[src/rtl/mem_arbiter.sv]
// Two-port arbiter sharing one line-wide memory between icache (p0) and dcache (p1); MEM_ARB_PERF_EN adds perf counters.
// Latency: request sampled at edge k drives mem_enable_o from edge k+1; ack returns combinationally with mem_ack_i.
// Backpressure: requesters hold enable until their ack; one forced RELEASE cycle separates transactions.
module mem_arbiter #(
    parameter int ADDR_W     = 32,
    parameter int LINE_W     = 256,
    parameter int FIXED_PRIO = 0
) (
    input  logic              clk_i,
    input  logic              rst_i,
    input  logic              p0_enable_i,
    input  logic              p0_write_i,
    input  logic [ADDR_W-1:0] p0_addr_i,
    input  logic [LINE_W-1:0] p0_data_i,
    output logic [LINE_W-1:0] p0_data_o,
    output logic              p0_ack_o,
    input  logic              p1_enable_i,
    input  logic              p1_write_i,
    input  logic [ADDR_W-1:0] p1_addr_i,
    input  logic [LINE_W-1:0] p1_data_i,
    output logic [LINE_W-1:0] p1_data_o,
    output logic              p1_ack_o,
    input  logic [LINE_W-1:0] mem_data_i,
    input  logic              mem_ack_i,
    output logic              mem_enable_o,
    output logic              mem_write_o,
    output logic [ADDR_W-1:0] mem_addr_o,
    output logic [LINE_W-1:0] mem_data_o
`ifdef MEM_ARB_PERF_EN
    ,
    output logic [31:0]       p0_grants_o,
    output logic [31:0]       p1_grants_o,
    output logic [31:0]       wait_cycles_o
`endif
);

    typedef enum logic [1:0] {
        IDLE    = 2'd0,
        GRANT   = 2'd1,
        RELEASE = 2'd2
    } state_t;

    state_t state;
    logic   owner;
    logic   last_owner;
    logic   any_req;
    logic   win;

    // Round-robin favours whichever port did not finish last.
    always_comb begin
        any_req = p0_enable_i | p1_enable_i;
        if (p0_enable_i && p1_enable_i) begin
            win = (FIXED_PRIO != 0) ? 1'b1 : ~last_owner;
        end else begin
            win = p1_enable_i;
        end
    end

    // The mem_* request registers double as the latched copy of the winner's request.
    always_ff @(posedge clk_i) begin
        if (rst_i) begin
            state        <= IDLE;
            owner        <= 1'b0;
            last_owner   <= 1'b1;
            mem_enable_o <= 1'b0;
            mem_write_o  <= 1'b0;
            mem_addr_o   <= '0;
            mem_data_o   <= '0;
        end else begin
            case (state)
                IDLE: begin
                    if (any_req) begin
                        state        <= GRANT;
                        owner        <= win;
                        mem_enable_o <= 1'b1;
                        mem_write_o  <= win ? p1_write_i : p0_write_i;
                        mem_addr_o   <= win ? p1_addr_i  : p0_addr_i;
                        mem_data_o   <= win ? p1_data_i  : p0_data_i;
                    end
                end
                GRANT: begin
                    if (mem_ack_i) begin
                        state        <= RELEASE;
                        mem_enable_o <= 1'b0;
                        last_owner   <= owner;
                    end
                end
                RELEASE: begin
                    state <= IDLE;
                end
                default: begin
                    state        <= IDLE;
                    mem_enable_o <= 1'b0;
                end
            endcase
        end
    end

    assign p0_ack_o  = (state == GRANT) && mem_ack_i && !owner;
    assign p1_ack_o  = (state == GRANT) && mem_ack_i &&  owner;
    assign p0_data_o = mem_data_i;
    assign p1_data_o = mem_data_i;

`ifdef MEM_ARB_PERF_EN
    function automatic logic [31:0] sat_inc(input logic [31:0] v);
        return (v == 32'hFFFF_FFFF) ? v : v + 32'd1;
    endfunction

    // One count per cycle no matter how many ports are stalled.
    logic waiting;
    assign waiting = (p0_enable_i && !((state == GRANT) && !owner)) ||
                     (p1_enable_i && !((state == GRANT) &&  owner));

    always_ff @(posedge clk_i) begin
        if (rst_i) begin
            p0_grants_o   <= 32'd0;
            p1_grants_o   <= 32'd0;
            wait_cycles_o <= 32'd0;
        end else begin
            if ((state == IDLE) && any_req && !win) p0_grants_o <= sat_inc(p0_grants_o);
            if ((state == IDLE) && any_req &&  win) p1_grants_o <= sat_inc(p1_grants_o);
            if (waiting) wait_cycles_o <= sat_inc(wait_cycles_o);
        end
    end
`endif

endmodule

[config.mk]
export PLATFORM = sky130hd
export DESIGN_NAME = mem_arbiter
export DESIGN_NICKNAME = d
export VERILOG_FILES = /design/src/rtl/mem_arbiter.sv
export SDC_FILE = /design/constraint.sdc
export NUM_CORES = 1
export LEC_CHECK = 0
export CORE_AREA = 5 5 628 630
export DETAILED_ROUTE_END_ITERATION = 16
export DIE_AREA = 0 0 633 635
export DONT_BUFFER_PORTS = 1
export GPL_TIMING_DRIVEN = 0
export PLACE_DENSITY = 0.3
export SLEW_MARGIN = 40
export SYNTH_ARGS = -nofsm -noshare
export SYNTH_HDL_FRONTEND = slang
export SYNTH_SLANG_ARGS = --single-unit
[constraint.sdc]
create_clock -name clk_i -period 5.2 [get_ports clk_i]
set_input_delay 1.56 -clock clk_i [delete_from_list [all_inputs] [get_ports clk_i]]
set_output_delay 1.56 -clock clk_i [all_outputs]
set_load 0.05 [all_outputs]
* Yosys cells after proc, flatten, opt, wreduce, memory -nomap -nowiden
Cells that the tools add are included.
** Word-level totals
- Register bits :: 294
- Word-level logic and storage cells :: 34
** Cells by class
- Eq/ne operators :: 4
- Bitwise logic cells :: 3
- Mux-type cells :: 10
- Reductions and logical operators :: 10
** Operators with widths (count)
- $mux 256 :: 1
- $mux 32 :: 1
- $reduce_and 2->1 :: 3
- $logic_and 1x1->1 :: 4
- $mux 1 :: 4
- $mux 2 :: 2
- $ne 2x2->1 const B :: 2
- $pmux 2 s2 :: 1
- $pmux 1 s3 :: 1
- $reduce_and 3->1 :: 1
- $eq 2x1->1 const B :: 1
- $eq 2x2->1 const B :: 1
- $logic_not 2->1 :: 1
- $not 1->1 :: 2
- $logic_not 1->1 :: 1
- $or 1x1->1 :: 1

* Logic depth before layout (Yosys ltp)
Gate-level depths: netlist of run 1.
- Depth in word-level cells :: 3
- Mapped depth :: 7

* Least setup slack after synthesis of run 1
OpenSTA, ideal clock, no wires.
- Path type :: in2out
- Start :: in mem_ack_i
- End :: out p1_ack_o
- Setup slack :: 1.265 ns
- Arrival :: 2.375 ns
- Required time :: 3.640 ns
- Stages :: 2
- Cells stage by stage :: nand3b_1 > nor2_1
** On the way
- Word-level cells in the longest chain between the ends :: 2
** Ends and longest elaborated chain
- start: declaration :: line 24 : input logic mem_ack_i,
- $logic_and 1x1->1 (2 in a row) :: line 100 : assign p1_ack_o = (state == GRANT) && mem_ack_i && owner;
- end: declaration :: line 22 : output logic p1_ack_o,
Every way passes these cells.

* Worst setup path in the final report of run 1
Same ends and word-level chain as after synthesis.

==> results.yml, run 1 <==
sta:
  finalCriticalPeriod_ns: 3.98
  worst_pin_slew_ns: 0.931
  fin_skew_ns: 0.0511
  clock.fmax_ghz: 0.251
  relSlewSlack: 0.379
  min_period_over_period: 0.765
  slew_violations: 0
  finalHoldViolations: 0
  tns_ns: 0
  setup_viol: 0
  rsz0062_at_grt: "no"
critical_path:
  start_kind: "input port"
  cp.depth: 2
  critPathBufInv: 0
  required_ns: 3.64
  worst_r2r_path_depth: 6
  worstPathMaxFanout: 4
  cp-end-kind: "primary output"
  arrival_ns: 2.42
  crit_path_top_delay_cell: "nor2_2"
  path_cells: "nand3b_1 -> nor2_2"
  r2r_slack_ns: 2.42
  worstReg2RegStart: "last_owner$_SDFFE_PP1P_"
  cp_top_family: "simple AND/OR/NAND/NOR gates"
  critical_path_class: "in2out"
  r2r-end: "mem_data_o[170]$_SDFFE_PP0P_"
  timing.critical_path.slowest_cell_delay_ns: 0.67
routing:
  wire_per_inst_um: 33.0
  drc: 0
  drt_wl_total_mm: 249
  vias_per_cell: 2.47
  vias: 18600
  ant_nets: 0
  drt-initial-drc-count: 1635
  firstDrtPassIters: 5
yosys:
  muxShareOfSynthArea: 0
  yosysTopAreaCellShare: 0.322
  ys_seq_elements: 294
  ys_types: 23
  synthAdderAreaFrac: 0
  yosysWarnings: 0
  syn_inst: 2176
  synth_compound_area_frac: 0.293
  syn_nets: 3015
  synth_top_family_by_area: "compound AO/OA/AOI/OAI gates"
  synth-xor-area-share: 0
  postSynthAreaPerCell_um2: 8.39
  synth_area_leaders: "dfxtp_1 32%, buf_4 21%, a311oi_2 17%, nand2_1 12%, a21oi_1 8.0%"
  synthesis.area_um2: 18300
  ys_seq_area_frac: 0.322
  synthSimpleGateAreaFrac: 0.122
  synth_area_leader_cell: "dfxtp_1"
power:
  clkPwrFrac: 0.331
  intPower_w: 0.00505
  power.density_nw_per_um2: 370
  irDropWorstVdd_mv: 0.247
  swShare: 0.487
  power_frac_comb: 0.280
  p_switching_w: 0.00479
  leakagePower_nw: 8.45
  p_seq_frac: 0.389
min_path:
  min_to: "last_owner$_SDFFE_PP1P_"
  min_from: "last_owner$_SDFFE_PP1P_"
  hold_depth: 1
  hold_path.class: "reg2reg"
floorplanning:
  die_area_um2: 402000
  row_count: 229
  initial_core_util: 0.0471
  coreArea_um2: 388000
  die_width_um: 633
  die-height_um: 635
  ios: 1643
layout:
  nFillCells: 45900
  fin_nets: 3067
  multi_input_area_um2: 7590
  fin_cells: 7540
  drive_gt1_frac: 0.393
  seq_area_um2: 5890
  syn_to_final_growth_pct: 45.9
job:
  cap_violations: 0
global_routing:
  antenna_found_initial: 158
  grt_max_degree: 14
  grt.total_usage: 0.117
  grt_pass1_wl_mm: 289
  grt_overflow_total: 0
  grt_pass1_vias: 17600
clocking:
  cts-root-buf: "clkbuf_16"
  cts_tree: "yes"
  h-tree-depth: 2
  clockBufferDepth: 3
  post_cts_buffers: 0
  ctsHoldBuffers: 0
  clk_latency_ns: 0.71
  clkSinkCount: 294
  postCtsResizedCells: 0
  clk_pin_slew_ns: 0.06
  cts_made_buffers: 45
placement:
  routabilityCongestion: 1.05
  io_buffers: 0
  dp_hpwl_mm: 226
  dp.cells: 7378
run_status:
  outcome: "finished clean"
## worst register-to-register path, cell delays in order, from the launching register on
cell,delay (ns)
dfxtp_1,0.34
a21boi_2,0.14
buf_4,0.35
buf_4,0.40
clkbuf_1,0.60
nand2_1,0.46
a311oi_2,0.37
## cell usage in the layout (no fill, tap or decap), types with 25 or more instances in the layout
| cell | n |
|---|---|
| buf_6 | 25 |
| clkbuf_16 | 45 |
| a311oi_2 | 210 |
| diode_2 | 82 |
| nand2_1 | 579 |
| clkbuf_2 | 36 |
| a21oi_1 | 292 |
| buf_4 | 520 |
| dfxtp_1 | 287 |
| clkbuf_1 | 122 |
| a311oi_1 | 79 |
## Yosys cell counts
library cell / count
and2_1: 1
buf_4: 518
nand3b_1: 1
nor2_2: 1
a21bo_2: 1
buf_6: 25
nand2_1: 579
buf_1: 3
a21oi_1: 292
nor3b_1: 1
nor2_1: 4
a211o_1: 1
a21o_1: 1
a311oi_2: 210
o21a_1: 1
clkbuf_1: 150
a21boi_2: 1
inv_1: 1
nor3_1: 1
buf_2: 10
a311oi_1: 79
dfxtp_1: 294
or2_1: 1
## layout make-up
class                   count  area share
plain buffers             706       0.182
inverters                   1    0.000141
clock inverters            16     0.00611
diodes                     82     0.00770
flip-flops and latches    294       0.221
multi-input cells        1175       0.285
well taps                5197       0.244
clock buffers              64      0.0487
repair buffers              5     0.00517
## through the flow
step	setup WS, ns	instance area [um^2]	utilization	total power [W]	hold slack [ns]
after floorplan	1.27	18300	-	0.00564	0.481
after detailed placement	1.03	25000	0.0644	0.00672	0.560
after global placement	-0.430	24800	0.0638	0.00669	0.555
after global routing	1.21	26600	0.0685	0.0102	0.597
after CTS	1.14	26400	0.0681	0.0101	0.575
final	1.22	26600	0.0687	0.00984	0.562
## registers in the layout, summed over array words and instances, names as in the netlist
signal        cells
last_owner        1
mem_enable_o      1
owner             1
mem_addr_o       32
mem_data_o      256
mem_write_o       1
state             2
## power groups by stage
| stage | logic (W) | registers (W) | clock network [W] |
|---|---|---|---|
| global placement | 0.00280 | 0.00389 | 0 |
| global route | 0.00292 | 0.00384 | 0.00346 |
| floorplan | 0.00202 | 0.00362 | 0 |
| finish | 0.00276 | 0.00383 | 0.00326 |
| detailed placement | 0.00283 | 0.00389 | 0 |
| CTS | 0.00283 | 0.00384 | 0.00345 |
## metal layers
layer  GRT usage  vias up  share of wire
li1            -     7323              -
met2       0.202     1420           0.49
met3      0.0576      378           0.11
met1       0.120     9410           0.35
met5           0        -         0.0023
met4      0.0476       80          0.046
## cells by family after synthesis
| kind of cell | Yosys count |
|---|---|
| AND/OR/NAND/NOR | 589 |
| AO/OA/AOI/OAI | 586 |
| flip-flops | 294 |
| buffers and inverters | 707 |
## worst max path at each step
stage	startpoint	slack, ns	end
finish	mem_ack_i	1.22	p1_ack_o
global placement	rst_i	-0.43	mem_data_o[156]$_SDFFE_PP0P_
CTS	mem_ack_i	1.14	p0_ack_o
global route	mem_ack_i	1.21	p0_ack_o
floorplan	mem_ack_i	1.27	p1_ack_o
detailed placement	p1_enable_i	1.03	mem_data_o[163]$_SDFFE_PP0P_
No activity file was read; power rests on OpenSTA's default activity.
==> inputs of run 2 (changes only) <==
--- a/config.mk
+++ b/config.mk
@@ -5,9 +5,10 @@
 export SDC_FILE = /design/constraint.sdc
 export NUM_CORES = 1
 export LEC_CHECK = 0
-export CORE_AREA = 5 5 628 630
+export ABC_AREA = 1
+export CORE_AREA = 5 5 631 633
 export DETAILED_ROUTE_END_ITERATION = 16
-export DIE_AREA = 0 0 633 635
+export DIE_AREA = 0 0 636 638
 export DONT_BUFFER_PORTS = 1
 export GPL_TIMING_DRIVEN = 0
 export PLACE_DENSITY = 0.3
==> constraint.sdc (replaced) <==
create_clock -name clk_i -period 3.2 [get_ports clk_i]
set_input_delay 0.96 -clock clk_i [delete_from_list [all_inputs] [get_ports clk_i]]
set_output_delay 0.96 -clock clk_i [all_outputs]
set_load 0.05 [all_outputs]
==> results.yml, run 2 <==
placement:
  dp_hpwl_mm: 277
  routabilityCongestion: 0.968
  io_buffers: 0
  dp.cells: 8815
power:
  leakagePower_nw: 13.8
  irDropWorstVdd_mv: 0.363
  power.density_nw_per_um2: 573
layout:
  top_regs: "mem_data_o: 256 flops, mem_addr_o: 32 flops, state: 2 flops"
  fin_nets: 4483
  layout.cells.most_common: "nand2_1"
  nFillCells: 46800
  drive_gt1_frac: 0.204
  largest-register: "mem_data_o"
  fin_cells: 8960
  syn_to_final_growth_pct: 41.0
  layout_common_cells: "1162 x nand2_1, 860 x nor2_1, 580 x inv_1"
  largest_reg_flops: 256
yosys:
  syn_nets: 4430
  yosysWarnings: 0
  yosysTopAreaCellShare: 0.289
  ys_dominant_reg_cell: "dfxtp_1"
  synthesis.area_um2: 20400
  synth_edf_count: 0
  yosys-top-cells-count: "1162 x nand2_1, 871 x nor2_1, 580 x inv_1"
  syn_inst: 3591
  synth_area_leaders: "dfxtp_1 29%, nand2_1 21%, buf_4 19%, nor2_1 16%, inv_1 11%"
  ys_types: 16
  ys_seq_elements: 294
  postSynthAreaPerCell_um2: 5.68
  ys_seq_area_frac: 0.289
  yosysMostFrequentCell: "nand2_1"
  synth_area_leader_cell: "dfxtp_1"
  synth_async_sr_flop_share: 0
clocking:
  clk_pin_slew_ns: 0.05
  clkSinkCount: 294
  cts_made_buffers: 47
  cts-root-buf: "clkbuf_16"
  clockBufferDepth: 3
  h-tree-depth: 2
  cts_tree: "yes"
  clk_latency_ns: 0.68
  ctsHoldBuffers: 0
critical_path:
  worstReg2RegStart: "state[0]$_SDFFE_PP0P_"
  arrival_ns: 1.96
  worstPathMaxFanout: 6
  start_kind: "flop"
  cp-end-kind: "primary output"
  required_ns: 2.24
  cp-startpoint: "state[0]$_SDFFE_PP0P_"
  critical_path_class: "reg2out"
routing:
  ant_nets: 0
  drt-initial-drc-count: 1588
  vias_per_cell: 2.46
  vias: 22100
  drt_wl_total_mm: 299
  firstDrtPassIters: 5
  drc: 0
  wire_per_inst_um: 33.3
floorplanning:
  initial_core_util: 0.0521
  row_count: 230
  ios: 1643
  die_area_um2: 406000
  coreArea_um2: 391000
  die_width_um: 636
  die-height_um: 638
sta:
  worst_pin_slew_ns: 0.929
  slew_violations: 0
  fin_skew_ns: 0.0235
  clock.fmax_ghz: 0.342
  finalCriticalPeriod_ns: 2.92
  min_period_over_period: 0.914
  setup_viol: 0
  rsz0062_at_grt: "no"
  holdWs_ns: 0.386
  relSlewSlack: 0.379
  finalHoldViolations: 0
global_routing:
  grt_max_degree: 12
  grt_overflow_total: 0
  grt_pass1_wl_mm: 342
  grt.total_usage: 0.140
  grt_pass1_vias: 20100
  antenna_found_initial: 274
min_path:
  hold_path.class: "in2reg"
  min_from: "rst_i"
job:
  cap_violations: 0
run_status:
  outcome: "finished clean"
==> run 2: changes by cell type after synthesis, sizes merged, moves of 2 or more <==
cell	previous run	this run
a21oi	292	3
a311oi	289	0
buf	556	651
clkbuf	150	20
inv	1	582
nand2	579	1162
nand3	0	3
nor2	5	872
o21ai	0	2
==> run 2: where the power goes <==
group	total [W]	leakage [nW]	switching, W	internal, W
Sequential	0.00613	2.45	0.00203	0.00410
Combinational	0.00490	10.7	0.00371	0.00119
Clock	0.00545	0.724	0.00237	0.00308
Total	0.0165	13.8	0.00811	0.00837
==> run 2: final cells by class <==
class	count	area, um^2	area share
diodes	63	158	0.00548
inverters	582	2180	0.0760
multi-input cells	2044	7740	0.269
well taps	5220	6530	0.227
flip-flops and latches	294	5900	0.205
clock buffers	70	1320	0.0460
clock inverters	12	158	0.00548
repair buffers	4	110	0.00383
plain buffers	671	4650	0.162
==> run 2: worst paths after layout <==
check | to | depth (start not counted) | slack, ns
hold reg to reg | last_owner$_SDFFE_PP1P_ | 2 | 0.46
setup / recovery | p0_ack_o | 2 | 0.28
hold / removal | mem_enable_o$_SDFFE_PP0P_ | 1 | 0.39
setup reg to reg | mem_data_o[191]$_SDFFE_PP0P_ | 9 | 0.32
==> run 2: logic make-up (layout without fill, tap and decap cells) <==
group / after synthesis / after routing / synth area share
other: 0 / 63 / 0
AND/OR/NAND/NOR: 2039 / 2039 / 0.376
buffers and inverters: 1253 / 1339 / 0.334
flip-flops: 294 / 294 / 0.289
AO/OA/AOI/OAI: 5 / 5 / 0.00123
==> run 2: what timing repair did <==
action                                  in CTS  in global routing
setup buffers                                0                  0
gates resized for setup                      1                  0
endpoints found under the setup margin       1                  0
==> run 2: layer usage <==
layer / global-route usage / vias up / routed length, um
met5: 0 / - / 1300
met4: 0.0317 / 196 / 7690
met3: 0.0921 / 562 / 43100
met2: 0.243 / 1534 / 145000
met1: 0.139 / 9959 / 101000
li1: - / 9826 / -
==> run 2: per-stage QoR <==
step	setup slack (ns)	cell area [um^2]	utilization	power, W	setup TNS (ns)
2_1_floorplan	0.520	20400	-	0.00923	0
3_3_place_gp	-1.52	26900	0.0688	0.0113	-157.02
3_5_place_dp	-0.639	27100	0.0693	0.0113	-6.28
4_1_cts	0.0714	28600	0.0731	0.0170	0
5_1_grt	0.114	28700	0.0732	0.0174	0
6_report	0.276	28800	0.0735	0.0165	0
==> run 2: critical path, cell delays in order (launching register included) <==
cell,delay [ns]
dfxtp_1,0.42
nand3_1,0.21
nor2_4,0.59
